$ cat src/rtl/dsp_capture_pkg.sv
// dsp_capture_pkg: shared constants, result entry type and round/saturate helper.
// DSP_CAPTURE_ROUND_EN selects round-half-up; otherwise results are floor-truncated.
package dsp_capture_pkg;
  localparam int P_W = 48;
  localparam int DEF_LATENCY = 4;
  localparam int DEF_SHIFT = 12;
  localparam int DEF_OUT_W = 24;
  localparam int DEF_DEPTH = 4;
  localparam logic signed [P_W:0] ONE = 1;
  // data is sized for the widest legal OUT_W; the low OUT_W bits hold the result
  typedef struct packed {
    logic [P_W-1:0] data;
    logic carry;
    logic sat;
  } cap_entry_t;
  function automatic cap_entry_t round_sat(input logic [P_W-1:0] p, input int shift, input int out_w);
    logic signed [P_W:0] x, mx, mn;
    cap_entry_t r;
    x = {p[P_W-1], p};
`ifdef DSP_CAPTURE_ROUND_EN
    if (shift > 0) x = x + (ONE <<< (shift - 1));
`endif
    x = x >>> shift;
    mx = (ONE <<< (out_w - 1)) - ONE;
    mn = -(ONE <<< (out_w - 1));
    r.carry = 1'b0;
    r.sat = x > mx || x < mn;
    r.data = x > mx ? mx[P_W-1:0] : x < mn ? mn[P_W-1:0] : x[P_W-1:0];
    return r;
  endfunction
endpackage

$ cat src/rtl/dsp_result_capture_fifo.sv
// capture_fifo: DEPTH-entry synchronous FIFO of capture entries with occupancy count.
module capture_fifo import dsp_capture_pkg::*; #(
  parameter int DEPTH = DEF_DEPTH
) (
  input  logic clk,
  input  logic rst,
  input  logic push,
  input  logic pop,
  input  cap_entry_t din,
  output cap_entry_t dout,
  output logic full,
  output logic empty,
  output logic [$clog2(DEPTH):0] count
);
  localparam int AW = $clog2(DEPTH);
  localparam int CW = AW + 1;
  cap_entry_t mem [DEPTH];
  logic [AW-1:0] wp, rp;
  logic do_push, do_pop;
  assign empty = count == '0;
  assign full = count == CW'(DEPTH);
  assign do_pop = pop && !empty;
  // a push into a full FIFO is only accepted when the head leaves on the same edge
  assign do_push = push && (!full || do_pop);
  assign dout = empty ? '0 : mem[rp];
  always_ff @(posedge clk) begin
    if (rst) begin
      wp <= '0;
      rp <= '0;
      count <= '0;
    end else begin
      if (do_push) begin
        mem[wp] <= din;
        wp <= wp + 1'b1;
      end
      if (do_pop) rp <= rp + 1'b1;
      count <= count + CW'(do_push) - CW'(do_pop);
    end
  end
endmodule

$ cat src/rtl/dsp_result_capture.sv
// dsp_result_capture: tracks DSP slice latency, captures/rounds/saturates P into a credited FIFO.
// DSP_CAPTURE_ROUND_EN (in dsp_capture_pkg) enables round-half-up instead of floor.
module dsp_result_capture import dsp_capture_pkg::*; #(
  parameter int LATENCY = DEF_LATENCY,
  parameter int SHIFT = DEF_SHIFT,
  parameter int OUT_W = DEF_OUT_W,
  parameter int DEPTH = DEF_DEPTH
) (
  input  logic clk,
  input  logic rst,
  input  logic in_issue,
  output logic issue_ready,
  input  logic [P_W-1:0] p,
  input  logic carry_out,
  output logic out_valid,
  input  logic out_ready,
  output logic [OUT_W-1:0] out_data,
  output logic out_carry,
  output logic out_sat,
  output logic overflow_err
);
  localparam int CW = $clog2(DEPTH) + 1;
  logic [LATENCY-1:0] tok;
  logic [LATENCY:0] tok_sh;
  logic [CW-1:0] count;
  logic cap, pop, full, empty;
  int in_flight;
  cap_entry_t din, head;
  assign tok_sh = {tok, in_issue};
  assign cap = tok[LATENCY-1];
  assign out_valid = !empty;
  assign pop = out_valid && out_ready;
  always_comb begin
    din = round_sat(p, SHIFT, OUT_W);
    din.carry = carry_out;
  end
  always_comb begin
    in_flight = 0;
    for (int i = 0; i < LATENCY; i++) in_flight += int'(tok[i]);
  end
  // credit counts tokens still in the pipe so every issued result has a slot
  assign issue_ready = int'(count) + in_flight < DEPTH;
  always_ff @(posedge clk) begin
    if (rst) begin
      tok <= '0;
      overflow_err <= 1'b0;
    end else begin
      tok <= tok_sh[LATENCY-1:0];
      if (cap && full && !pop) overflow_err <= 1'b1;
    end
  end
  capture_fifo #(.DEPTH(DEPTH)) u_fifo (
    .clk(clk),
    .rst(rst),
    .push(cap),
    .pop(pop),
    .din(din),
    .dout(head),
    .full(full),
    .empty(empty),
    .count(count)
  );
  assign out_data = head.data[OUT_W-1:0];
  assign out_carry = head.carry;
  assign out_sat = head.sat;
endmodule

$ cat config.mk
export PLATFORM = sky130hd
export DESIGN_NAME = dsp_result_capture
export DESIGN_NICKNAME = d
export VERILOG_FILES = /design/src/rtl/dsp_capture_pkg.sv /design/src/rtl/dsp_result_capture_fifo.sv /design/src/rtl/dsp_result_capture.sv
export SDC_FILE = /design/constraint.sdc
export NUM_CORES = 1
export LEC_CHECK = 0
export CORE_UTILIZATION = 45
export CTS_BUF_LIST = sky130_fd_sc_hd__clkbuf_4 sky130_fd_sc_hd__clkbuf_8 sky130_fd_sc_hd__clkbuf_16
export DETAILED_ROUTE_END_ITERATION = 10
export PLACE_DENSITY = 0.72
export SYNTH_ARGS = -nofsm -noshare
export SYNTH_HDL_FRONTEND = slang
export SYNTH_SLANG_ARGS = --single-unit
$ cat constraint.sdc
create_clock -name clk -period 1.9 [get_ports clk]
set_input_delay 0.475 -clock clk [delete_from_list [all_inputs] [get_ports clk]]
set_output_delay 0.475 -clock clk [all_outputs]
set_load 0.005 [all_outputs]
==> flow_summary.yaml <==
grt:
  grt_pass1_wl_mm: 15.6
  grt_overflow_total: 0
  track_usage_pct: 19.0
  antenna_found_initial: 0
  use_met1_pct: 22.1
  grt_pass1_vias: 3110
  grt_util_met2_pct: 34.0
  grt_max_degree: 24
  grt_use_met3_pct: 4.05
  top_usage_layer: "met2"
sta:
  setup_viol_count_final: 30
  skew_ns: 0.00731
  setup_ws_ns: -0.609
  whs_ns: 0.475
  period_share_pct: 132
  max_freq_mhz: 399
  rsz0062_at_grt: "yes"
  fin_crit_ns: 2.51
  final_max_slew_viol_count: 0
  hold_violations: 0
  slew_headroom_pct: 69.0
  worst_slew_pin_slew_ns: 0.460
detailed_routing:
  drtIter0Drc: 97
  via_count: 2857
  drt-total-wl_mm: 9.69
  vias_per_cell: 5.19
  first_pass_iters: 4
  antenna_left: 0
  post_drt_wl_per_cell_microns: 17.6
  drc_errors: 0
final_layout:
  final_area_sq_mm: 0.00702
  seq_area_sq_mm: 0.00341
  multiInputGateArea_sq_mm: 0.00154
  antenna_cells: 0
  num-fill-cells: 700
  area_growth_pct: 43.5
  fin_nets: 464
  drive_above_1_share_pct: 43.7
  instances_no_fill: 550
  final_util_pct: 67.4
logic_synthesis:
  synth.most_common_cell: "edfxtp_1"
  ys_seq_elements: 118
  synth_area_per_cell_sq_um: 18.2
  netlist_area_sq_mm: 0.00489
  ys.flop_type: "edfxtp_1"
  ys_seq_area_share_pct: 69.6
  syn_inst: 269
  yosys_warnings: 0
  synth.distinct_cells: 32
  synth-edff-count: 104
  async_flop_share_pct: 0
  synthTopCellsByCount: "104 x edfxtp_1, 31 x nor2b_1, 26 x mux4_2, 23 x o21a_1, 14 x dfxtp_1"
  yosys.area.top_type: "edfxtp_1"
  synth_nets: 332
  netlist_top_cells_area: "edfxtp_1 64%, mux4_2 12%, dfxtp_1 5.7%"
  synth.top_cell.area_share_pct: 63.9
worst_setup_path:
  path_class: "reg -> out"
  crit_slowest_cell: "fa_1"
  cp_cell_sequence: "fa_1 -> ha_1 -> a21o_1 -> a211oi_2 -> buf_2"
  reg2reg_depth: 10
  end_kind: "output pin"
  arrival_ns: 2.03
  required_ns: 1.42
  cp_max_fo: 2
  cp-start-kind: "flip-flop"
  worst_path_largest_cell_delay_ns: 0.53
floorplanning:
  die_w_microns: 106
  coreArea_sq_mm: 0.0104
  design.portCount: 82
  start_util_pct: 46.9
  die_h_microns: 106
  rows: 37
  dieArea_sq_mm: 0.0113
status:
  status: "finished, violations left"
  violations: "setup timing"
pwr:
  power.total_mw: 9.45
  power_density_mw_per_mm2: 1350
  p_leak_nw: 2.54
  peakVddDrop_mv: 0.762
clocking:
  root_buffer: "clkbuf_8"
  cts_buffer_depth: 2
  clock_latency_ns: 0.50
  clock_sinks: 118
  cts_tree: "built"
  path_clk_slew_ns: 0.06
  cts_buffers: 17
  cts_hold_buf: 0
  cts_htree_levels: 4
placed_design:
  dp_cells: 491
  gp_congestion: 0.727
  post_dp_cell_area_sq_mm: 0.00608
  port_buffers: 69
  hpwl_mm: 5.83
job:
  max-cap-violations: 0
hold_path:
  holdCritPathClass: "reg -> reg"
  hold_depth: 2
[worst paths after layout]
| kind | startpoint | slack [ns] | endpoint |
|---|---|---|---|
| min | overflow_err | 0.48 | overflow_err |
| max reg2reg | u_fifo.count[0] | -0.07 | u_fifo.count[1] |
| min reg2reg | overflow_err | 0.48 | overflow_err |
| max | tok[0] | -0.61 | issue_ready |
[critical path, delay by kind of cell (launching register included)]
family / cells / cell delay (ns)
fa+ha+maj: 2 / 0.75
flops: 1 / 0.32
compound gates: 2 / 0.32
buf+inv: 1 / 0.13
[repair_timing]
item / 4_1_cts / 5_1_grt
gates cloned: 1 / 0
buffers inserted: 34 / 3
resized for setup: 166 / 24
endpoints found under the setup margin: 30 / 30
pin swaps: 7 / 2
[sequential cells by signal (all words and copies together), names as in the netlist, named ones only]
register      cells
u_fifo.mem      104
tok               4
u_fifo.count      3
u_fifo.rp         2
u_fifo.wp         2
overflow_err      1
[area by class of cell]
cell class                 instances  area share (%)
sequential                       118            48.6
multi-input combinational        129            22.0
timing repair buffer             127            18.3
clock buffer                      18            6.01
tap                              136            2.43
clock inverter                    14            2.28
inverter                           8           0.428
[power by group]
| part | switching, mW | internal [mW] | total [mW] |
|---|---|---|---|
| Clock | 1.08 | 1.99 | 3.07 |
| Sequential | 0.102 | 2.91 | 3.01 |
| Combinational | 1.31 | 2.07 | 3.37 |
[cell usage in the layout (no fill, tap or decap), drive strengths merged, types with 2 or more instances in the layout]
master and n:
edfxtp 104, clkinv 5, buf 86, nor2b 31, xor2 3, nor3 2
clkinvlp 6, ha 8, clkdlybuf4s50 41, clkbuf 18, inv 8, bufinv 3
and2 4, o21a 23, o21ai 3, nand4 3, o31ai 2, dfxtp 14
mux4 26, fa 2, a21oi 3, nor2 7, nor4 3
[cell families after synthesis]
group           after synthesis  synth area share [%]
xor+xnor                      4                 0.717
buf+inv                      22                  2.33
fa+ha+maj                    10                  2.87
mux                          26                  12.0
compound gates               35                  5.35
flops                       118                  69.6
simple gates                 54                  7.12
[routing by layer]
layer / up-vias / part of all wire, %
li1: 1323 / -
met4: 0 / 1.0
met2: 79 / 55
met1: 1446 / 40
met5: - / 0
met3: 9 / 4.1
[stage by stage]
step,setup slack [ns],setup TNS [ns]
after floorplan,-0.0259,-0.0259
after global placement,-0.513,-57.81
after detailed placement,-0.537,-63.98
after CTS,-0.671,-14.73
after global routing,-0.695,-15.41
final,-0.609,-13.42
Note: power is estimated with default switching activity, not from simulation.
